`src/rtl/exec_alu_muldiv.sv`:
```
// exec_alu_muldiv: execute-stage ALU with ALUOp/funct decode, plus an iterative
// multiply/divide engine owning the architectural HI/LO registers.
//
// Optional feature macro: EXEC_MULDIV_EN
//   defined   -> mult/div engine, HI/LO registers and stall logic are built
//   undefined -> hi/lo/busy/stall_req/div_zero tie to 0, HI/LO ops decode illegal
//
// Ports:
//   clk, rst_n        clock, async active-low reset
//   valid_in          instruction present in EX
//   ALUOp, funct      operation select (ALUOp=10 uses funct)
//   op_a, op_b        rs/rt operands after forwarding
//   result, zero      combinational result and result==0 flag
//   illegal_op        valid_in with an undefined funct
//   stall_req         HI/LO-class op presented while the engine is busy
//   busy              engine iterating (registered state)
//   div_zero          one-cycle pulse during the FIX cycle of a divide by zero
//   hi, lo            architectural HI/LO
module exec_alu_muldiv #(
  parameter int unsigned DATA_W = 32
) (
  input  logic              clk,
  input  logic              rst_n,
  input  logic              valid_in,
  input  logic [1:0]        ALUOp,
  input  logic [5:0]        funct,
  input  logic [DATA_W-1:0] op_a,
  input  logic [DATA_W-1:0] op_b,
  output logic [DATA_W-1:0] result,
  output logic              zero,
  output logic              illegal_op,
  output logic              stall_req,
  output logic              busy,
  output logic              div_zero,
  output logic [DATA_W-1:0] hi,
  output logic [DATA_W-1:0] lo
);

  localparam int unsigned CNT_W = $clog2(DATA_W) + 1;
  localparam int unsigned PW    = 2 * DATA_W;

  typedef enum logic [4:0] {
    OP_ADD, OP_SUB, OP_AND, OP_OR, OP_XOR, OP_NOR, OP_SLT, OP_SLTU,
    OP_MFHI, OP_MFLO, OP_MTHI, OP_MTLO, OP_MULT, OP_MULTU, OP_DIV, OP_DIVU,
    OP_ILL
  } op_e;

  op_e               w_op;
  logic [DATA_W-1:0] w_hi_rd;
  logic [DATA_W-1:0] w_lo_rd;

  // Operation decode
  always_comb begin
    w_op = OP_ILL;
    unique case (ALUOp)
      2'b00: w_op = OP_ADD;
      2'b01: w_op = OP_SUB;
      2'b11: w_op = OP_OR;
      default: begin
        case (funct)
          6'b100000, 6'b100001: w_op = OP_ADD;
          6'b100010, 6'b100011: w_op = OP_SUB;
          6'b100100:            w_op = OP_AND;
          6'b100101:            w_op = OP_OR;
          6'b100110:            w_op = OP_XOR;
          6'b100111:            w_op = OP_NOR;
          6'b101010:            w_op = OP_SLT;
          6'b101011:            w_op = OP_SLTU;
`ifdef EXEC_MULDIV_EN
          6'b010000:            w_op = OP_MFHI;
          6'b010010:            w_op = OP_MFLO;
          6'b010001:            w_op = OP_MTHI;
          6'b010011:            w_op = OP_MTLO;
          6'b011000:            w_op = OP_MULT;
          6'b011001:            w_op = OP_MULTU;
          6'b011010:            w_op = OP_DIV;
          6'b011011:            w_op = OP_DIVU;
`endif
          default:              w_op = OP_ILL;
        endcase
      end
    endcase
  end

  // Single-cycle datapath
  always_comb begin
    result = '0;
    case (w_op)
      OP_ADD:  result = op_a + op_b;
      OP_SUB:  result = op_a - op_b;
      OP_AND:  result = op_a & op_b;
      OP_OR:   result = op_a | op_b;
      OP_XOR:  result = op_a ^ op_b;
      OP_NOR:  result = ~(op_a | op_b);
      OP_SLT:  result = DATA_W'($signed(op_a) < $signed(op_b));
      OP_SLTU: result = DATA_W'(op_a < op_b);
      OP_MFHI: result = w_hi_rd;
      OP_MFLO: result = w_lo_rd;
      default: result = '0;
    endcase
  end

  assign zero       = (result == '0);
  assign illegal_op = valid_in & (w_op == OP_ILL);

`ifdef EXEC_MULDIV_EN
  typedef enum logic [1:0] {S_IDLE, S_MUL, S_DIV, S_FIX} state_e;

  state_e            r_state;
  logic [CNT_W-1:0]  r_cnt;
  logic [DATA_W-1:0] r_hi, r_lo;
  logic [DATA_W-1:0] r_acc;     // product high half / partial remainder
  logic [DATA_W-1:0] r_q;       // multiplier->product low half / dividend->quotient
  logic [DATA_W-1:0] r_b;       // multiplicand / divisor magnitude
  logic [DATA_W-1:0] r_a_raw;   // raw dividend, reported in HI on divide by zero
  logic              r_is_div, r_neg_q, r_neg_r, r_b_zero, r_div_zero;

  logic              w_hilo_class, w_accept, w_signed, w_a_neg, w_b_neg;
  logic [DATA_W-1:0] w_a_mag, w_b_mag;
  logic [DATA_W:0]   w_mul_sum, w_div_shift, w_div_sub;
  logic              w_div_ge;
  logic [PW-1:0]     w_prod, w_prod_fix;

  assign w_hilo_class = (w_op == OP_MFHI) || (w_op == OP_MFLO) || (w_op == OP_MTHI) ||
                        (w_op == OP_MTLO) || (w_op == OP_MULT) || (w_op == OP_MULTU) ||
                        (w_op == OP_DIV)  || (w_op == OP_DIVU);
  assign w_accept = valid_in & (r_state == S_IDLE);

  assign w_signed = (w_op == OP_MULT) || (w_op == OP_DIV);
  assign w_a_neg  = w_signed & op_a[DATA_W-1];
  assign w_b_neg  = w_signed & op_b[DATA_W-1];
  assign w_a_mag  = w_a_neg ? DATA_W'('0 - op_a) : op_a;
  assign w_b_mag  = w_b_neg ? DATA_W'('0 - op_b) : op_b;

  // Shift-add step: conditional add into the high half, then shift the pair right
  assign w_mul_sum = {1'b0, r_acc} + (r_q[0] ? {1'b0, r_b} : '0);

  // Restoring step: no borrow (MSB clear) means the trial subtraction fits
  assign w_div_shift = {r_acc, r_q[DATA_W-1]};
  assign w_div_sub   = w_div_shift - {1'b0, r_b};
  assign w_div_ge    = ~w_div_sub[DATA_W];

  assign w_prod     = {r_acc, r_q};
  assign w_prod_fix = r_neg_q ? PW'('0 - w_prod) : w_prod;

  // Engine FSM, counter and HI/LO
  always_ff @(posedge clk or negedge rst_n) begin
    if (!rst_n) begin
      r_state    <= S_IDLE;
      r_cnt      <= '0;
      r_hi       <= '0;
      r_lo       <= '0;
      r_acc      <= '0;
      r_q        <= '0;
      r_b        <= '0;
      r_a_raw    <= '0;
      r_is_div   <= 1'b0;
      r_neg_q    <= 1'b0;
      r_neg_r    <= 1'b0;
      r_b_zero   <= 1'b0;
      r_div_zero <= 1'b0;
    end else begin
      r_div_zero <= 1'b0;
      case (r_state)
        S_IDLE: begin
          if (w_accept) begin
            r_cnt    <= '0;
            r_acc    <= '0;
            r_q      <= w_a_mag;
            r_b      <= w_b_mag;
            r_a_raw  <= op_a;
            r_neg_q  <= w_a_neg ^ w_b_neg;
            r_neg_r  <= w_a_neg;
            r_b_zero <= (op_b == '0);
            case (w_op)
              OP_MTHI: r_hi <= op_a;
              OP_MTLO: r_lo <= op_a;
              OP_MULT, OP_MULTU: begin
                r_is_div <= 1'b0;
                r_state  <= S_MUL;
              end
              OP_DIV, OP_DIVU: begin
                r_is_div <= 1'b1;
                r_state  <= S_DIV;
              end
              default: ;
            endcase
          end
        end
        S_MUL: begin
          r_acc <= w_mul_sum[DATA_W:1];
          r_q   <= {w_mul_sum[0], r_q[DATA_W-1:1]};
          r_cnt <= r_cnt + CNT_W'(1);
          if (r_cnt == CNT_W'(DATA_W - 1)) r_state <= S_FIX;
        end
        S_DIV: begin
          r_acc <= w_div_ge ? w_div_sub[DATA_W-1:0] : w_div_shift[DATA_W-1:0];
          r_q   <= {r_q[DATA_W-2:0], w_div_ge};
          r_cnt <= r_cnt + CNT_W'(1);
          if (r_cnt == CNT_W'(DATA_W - 1)) begin
            r_state    <= S_FIX;
            r_div_zero <= r_b_zero;
          end
        end
        default: begin
          if (!r_is_div) begin
            r_hi <= w_prod_fix[PW-1:DATA_W];
            r_lo <= w_prod_fix[DATA_W-1:0];
          end else if (r_b_zero) begin
            r_hi <= r_a_raw;
            r_lo <= '1;
          end else begin
            r_hi <= r_neg_r ? DATA_W'('0 - r_acc) : r_acc;
            r_lo <= r_neg_q ? DATA_W'('0 - r_q) : r_q;
          end
          r_cnt   <= '0;
          r_state <= S_IDLE;
        end
      endcase
    end
  end

  assign busy      = (r_state != S_IDLE);
  assign stall_req = valid_in & w_hilo_class & busy;
  assign div_zero  = r_div_zero;
  assign hi        = r_hi;
  assign lo        = r_lo;
  assign w_hi_rd   = r_hi;
  assign w_lo_rd   = r_lo;
`else
  logic w_unused_ok;
  assign w_unused_ok = &{1'b0, clk, rst_n};

  assign busy      = 1'b0;
  assign stall_req = 1'b0;
  assign div_zero  = 1'b0;
  assign hi        = '0;
  assign lo        = '0;
  assign w_hi_rd   = '0;
  assign w_lo_rd   = '0;
`endif

endmodule

```
`config.mk`:
```
export PLATFORM = sky130hd
export DESIGN_NAME = exec_alu_muldiv
export DESIGN_NICKNAME = d
export VERILOG_FILES = /design/src/rtl/exec_alu_muldiv.sv
export SDC_FILE = /design/constraint.sdc
export NUM_CORES = 1
export LEC_CHECK = 0
export CAP_MARGIN = 0
export CORE_ASPECT_RATIO = 1.5
export CORE_MARGIN = 5
export CORE_UTILIZATION = 55
export DETAILED_ROUTE_END_ITERATION = 10
export PLACE_DENSITY = 0.95
export SLEW_MARGIN = 20
export SYNTH_ARGS = -nofsm -noshare
export SYNTH_HDL_FRONTEND = slang
export SYNTH_SLANG_ARGS = --single-unit
```
`constraint.sdc`:
```
create_clock -name vclk -period 12.1
set_input_delay 2.42 -clock vclk [all_inputs]
set_output_delay 2.42 -clock vclk [all_outputs]
set_load 0.005 [all_outputs]
```
# --- Word-level counts from Yosys, hierarchy flattened ---
# Cells that the tools add are included.
word_totals:
  mem_bits_ro: 0
  mem_count: 0
  word_cells: 37
  reg_bits: 0
  out_inout_bits: 101
  mem_bits_rw: 0
  latchBits: 0
classes:
  addsub: 2
  muxes: 3
  n_shift: 0
  bitwise: 5
  n_reduce_logical: 5
  multipliers: 0
  eq_ne: 20
  n_lt_le_gt_ge: 2
  div: 0
op_table:
  columns: ["op", "n"]
  rows:
  - ["case mux 32 bit (8 select lines)", 1]
  - ["< comparator 32 bit", 2]
  - ["== test 6 bit (second input constant)", 10]
  - ["case mux 5 bit (8 select lines)", 1]
  - ["adder 32 bit", 1]
  - ["bitwise AND 32 bit", 1]
  - ["logical NOT 32 bit", 1]
  - ["NOT 32 bit", 1]
  - ["bitwise OR 32 bit", 1]
  - ["subtractor 32 bit", 1]
  - ["XOR 32 bit", 1]
  - ["== test 5 x 3 -> 1 bit (second input constant)", 4]
  - ["case mux 5 bit (3 select lines)", 1]
  - ["== test 5 x 2 -> 1 bit (second input constant)", 2]
  - ["== test 5 x 1 -> 1 bit (second input constant)", 1]
  - ["== test 5 bit (second input constant)", 1]
  - ["logical NOT 5 bit", 1]
  - ["OR reduction 2 bit", 2]
  - ["== test 2 x 1 -> 1 bit (second input constant)", 1]
  - ["== test 2 bit (second input constant)", 1]
  - ["logical NOT 2 bit", 1]
  - ["bitwise AND 1 bit", 1]

# --- Logic depth before layout (Yosys ltp) ---
logic_depth:
  depth_word: 7
  depth_mapped: 15
  depth_no_buf: 14

# --- Worst setup path after synthesis ---
# No wires, ideal clock.
synth_timing:
  path_type: "input -> output"
  start: "input op_a[0]"
  end: "output zero"
  setup_slack_ps: 3908
  arrival_time_ps: 5772
  path_stages: 14
  path_buffers: 0
  cell_sequence: "inv_1 > ha_1 > fa_1 > o21bai_1 > nand3_1 > a211oi_1 > nor2_1 > a221oi_1 > a21oi_1 > a221o_1 > or4b_1 > or4_1 > nor4_1 > and4b_1"
synth_rtl:
  columns: ["element", "line_no", "source"]
  rows:
  - ["from (decl)", "27", "input logic [DATA_W-1:0] op_a,"]
  - ["subtractor 32 bit or adder 32 bit (tied branches)", "90, 89", null]
  - ["case mux 32 bit (8 select lines) (*)", "88", "case (w_op)"]
  - ["net result[12]", "29", "output logic [DATA_W-1:0] result,"]
  - ["logical NOT 32 bit (*)", "103", "assign zero = (result == '0);"]
  - ["to (decl)", "30", "output logic zero,"]
# Mark *: on every way through the listed nets, which the timed path passes. The rest lies on a longest branch.

# --- Worst setup path after layout ---
layout_timing:
  start: "input op_a[0]"
  end: "output zero"
layout_via:
  elab_chain_cells: 4
layout_rtl:
  columns: ["element", "line_no"]
  rows:
  - ["branches (longest 2 deep; another with subtractor 32 bit)", null]
  - ["case mux 32 bit (8 select lines) (*)", "88"]
  - ["logical NOT 32 bit (*)", "103"]
# Every way passes the cells marked *.

==> results.md <==
- Hold bufs inserted after CTS: 0
- Dpl cells: 1,209
- Pin count of the biggest net entering global routing: 35
- Chip Height: 145 um
- Synthesized cell area: 6660 um^2
- Multi-input gate area: 5820 um^2
- FP Rows: 49
- Post-Synthesis Cells: 993
- P per Cell Area: 49.3 nW/um^2
- P&R area growth vs syn: 12.9%
- Global-route wire length before repair: 38,200 um
- DRT iter0 DRCs: 803
- Final period utilization: 86.0%
- Sequential element share of the synthesized area: 0%
- Min Clock Period, post-route: 10.40 ns
- Routed WL: 24,900 um
- Req. time, crit path: 9.68 ns
- Share of layout cells above drive strength 1: 4.26%
- Initial core utilization: 55.7%
- Pre-Repair DR Iteration Count: 8
- Yosys top cell by area: ha_1
- CP max FO: 4
- Vias in the first global route: 7,764
- Final setup viols: 0
- Actual slew at the worst max-slew pin: 0.967 ns
- WHS: 5.79 ns
- Synth top cells by count: 106 x ha_1, 95 x inv_1, 86 x a21oi_1
- Clk_buf instances: 0
- Final Max Slew Viols: 0
- Worst slew margin: 35.2%
- PortBufs: 107
- Critical Path Source: op_a[0]
- Via count: 8,021
- Post-route setup TNS: 0 ns
- DR WL/cell: 20.6 um
- DP HPWL: 19,900 um
- Status: completed
- Fmax: 96.1 MHz
- Core Footprint: 12,000 um^2
- Share of the synthesized area in the top cell type: 19.9%
- Post-CTS Resized: 0
- Crit. End Element: output port
- Worst vdd ir: 0.0000280 V
- Grt total ovfl: 0
- Unrepaired setup endpoints after global routing: false
- Area after DPL: 7510 um^2
- Final Instance Area: 7510 um^2
- Diodes inserted: 0
- Top cells by area, synth: ha_1 20%, buf_4 7.8%, a21oi_1 6.5%
- Startpoint Class: primary input
- Critical path destination: zero
- Synthesized area per cell: 6.70 um^2
- # Post-CTS Setup Buffers: 0
- Ports: 176
- Fillers: 1,102
- Reg area: 0 um^2
- Crit Path Class: in2out
- Number of nets with antenna violations after routing: 0
- Seq_cells: 0
- Fin cells: 1,209
- Max-cap violations: 0
- Data arrival time of the critical path: 7.98 ns
- HP Class: in2out
- Die X: 99.8 um
- Static leakage: 3.37 nW
- Placer congestion estimate: 1.02
- Die ar.: 14,400 um^2
- Power Total: 370 uW
- Final hold vios: 0
- Count of different cell masters after synthesis: 97
- Initial antenna violation count: 0
- Ys Warns: 0
- GR Util All Layers: 32.5%
- Residual DRC: 0
- Count leader, synth: ha_1
- DR vias/cell: 6.63
- Fin nets: 1,241
==> per-stage QoR <==
step	util, %	setup slack (ns)
final	62.8	1.70
after CTS	62.8	1.85
after floorplan	-	3.91
after global placement	62.8	1.85
after detailed placement	62.8	1.88
after global routing	62.8	1.67
==> layout by cell type, fill, tap and decap left out, types with 16 or more instances in the layout <==
| cell type | netlist | final |
|---|---|---|
| a21oi_1 | 86 | 85 |
| clkdlybuf4s50_1 | 0 | 107 |
| conb_1 | 1 | 67 |
| ha_1 | 106 | 106 |
| inv_1 | 95 | 95 |
| mux2i_1 | 18 | 18 |
| nand2_1 | 65 | 65 |
| nand2b_1 | 16 | 16 |
| nand3_1 | 26 | 26 |
| nor2_1 | 85 | 85 |
| nor3_1 | 29 | 28 |
| o21ai_0 | 51 | 51 |
==> how the worst min path moves through the flow <==
stage,startpoint,endpoint,cells past startpoint
6_report,valid_in,illegal_op,4
3_3_place_gp,valid_in,illegal_op,4
3_5_place_dp,valid_in,illegal_op,4
5_1_grt,valid_in,illegal_op,4
2_1_floorplan,valid_in,illegal_op,2
4_1_cts,valid_in,illegal_op,4
==> critical path: stages <==
cell             delay, ns
clkdlybuf4s50_1       0.49
inv_1                 0.07
ha_1                  0.22
fa_1                  0.41
o21bai_1              0.25
nand3_1               0.14
a211oi_1              0.69
o2111ai_1             0.22
a31oi_1               0.49
nand3_1               0.22
a41o_1                0.31
nor4_1                0.37
or4b_2                0.65
nor4_1                0.25
and4b_1               0.28
clkdlybuf4s50_1       0.51
==> where the power goes <==
| part | internal, mW | switching, mW | total [mW] |
|---|---|---|---|
| Combinational | 0.152 | 0.218 | 0.370 |
| Clock | 0 | 0 | 0 |
| Sequential | 0 | 0 | 0 |
==> per-layer routing <==
| layer | GRT usage [%] | up-vias | part of all wire [%] |
|---|---|---|---|
| met1 | 32.4 | 3609 | 32 |
| met3 | 4.46 | 216 | 9.5 |
| li1 | - | 3601 | - |
| met2 | 58.1 | 595 | 48 |
| met4 | 29.1 | 0 | 11 |
| met5 | 0 | - | 0 |
==> layout make-up <==
| cell class | instances | area share, % |
|---|---|---|
| Inverter | 98 | 4.90 |
| Multi-Input combinational cell | 842 | 77.4 |
| Tap cell | 153 | 2.55 |
| Timing Repair Buffer | 116 | 15.2 |
==> cell families (layout without fill, tap and decap cells) <==
group / after synthesis / after routing / share of synthesized area, %
muxes: 20 / 20 / 3.05
buffers and inverters: 217 / 214 / 16.8
and+or+nand+nor: 306 / 306 / 23.3
AOI/OAI and AO/OA: 327 / 327 / 34.4
other: 1 / 67 / 0.0563
xor gates and xnor gates: 14 / 14 / 1.84
adders and majority gates: 108 / 108 / 20.5
(Power assumes the default switching activity.)
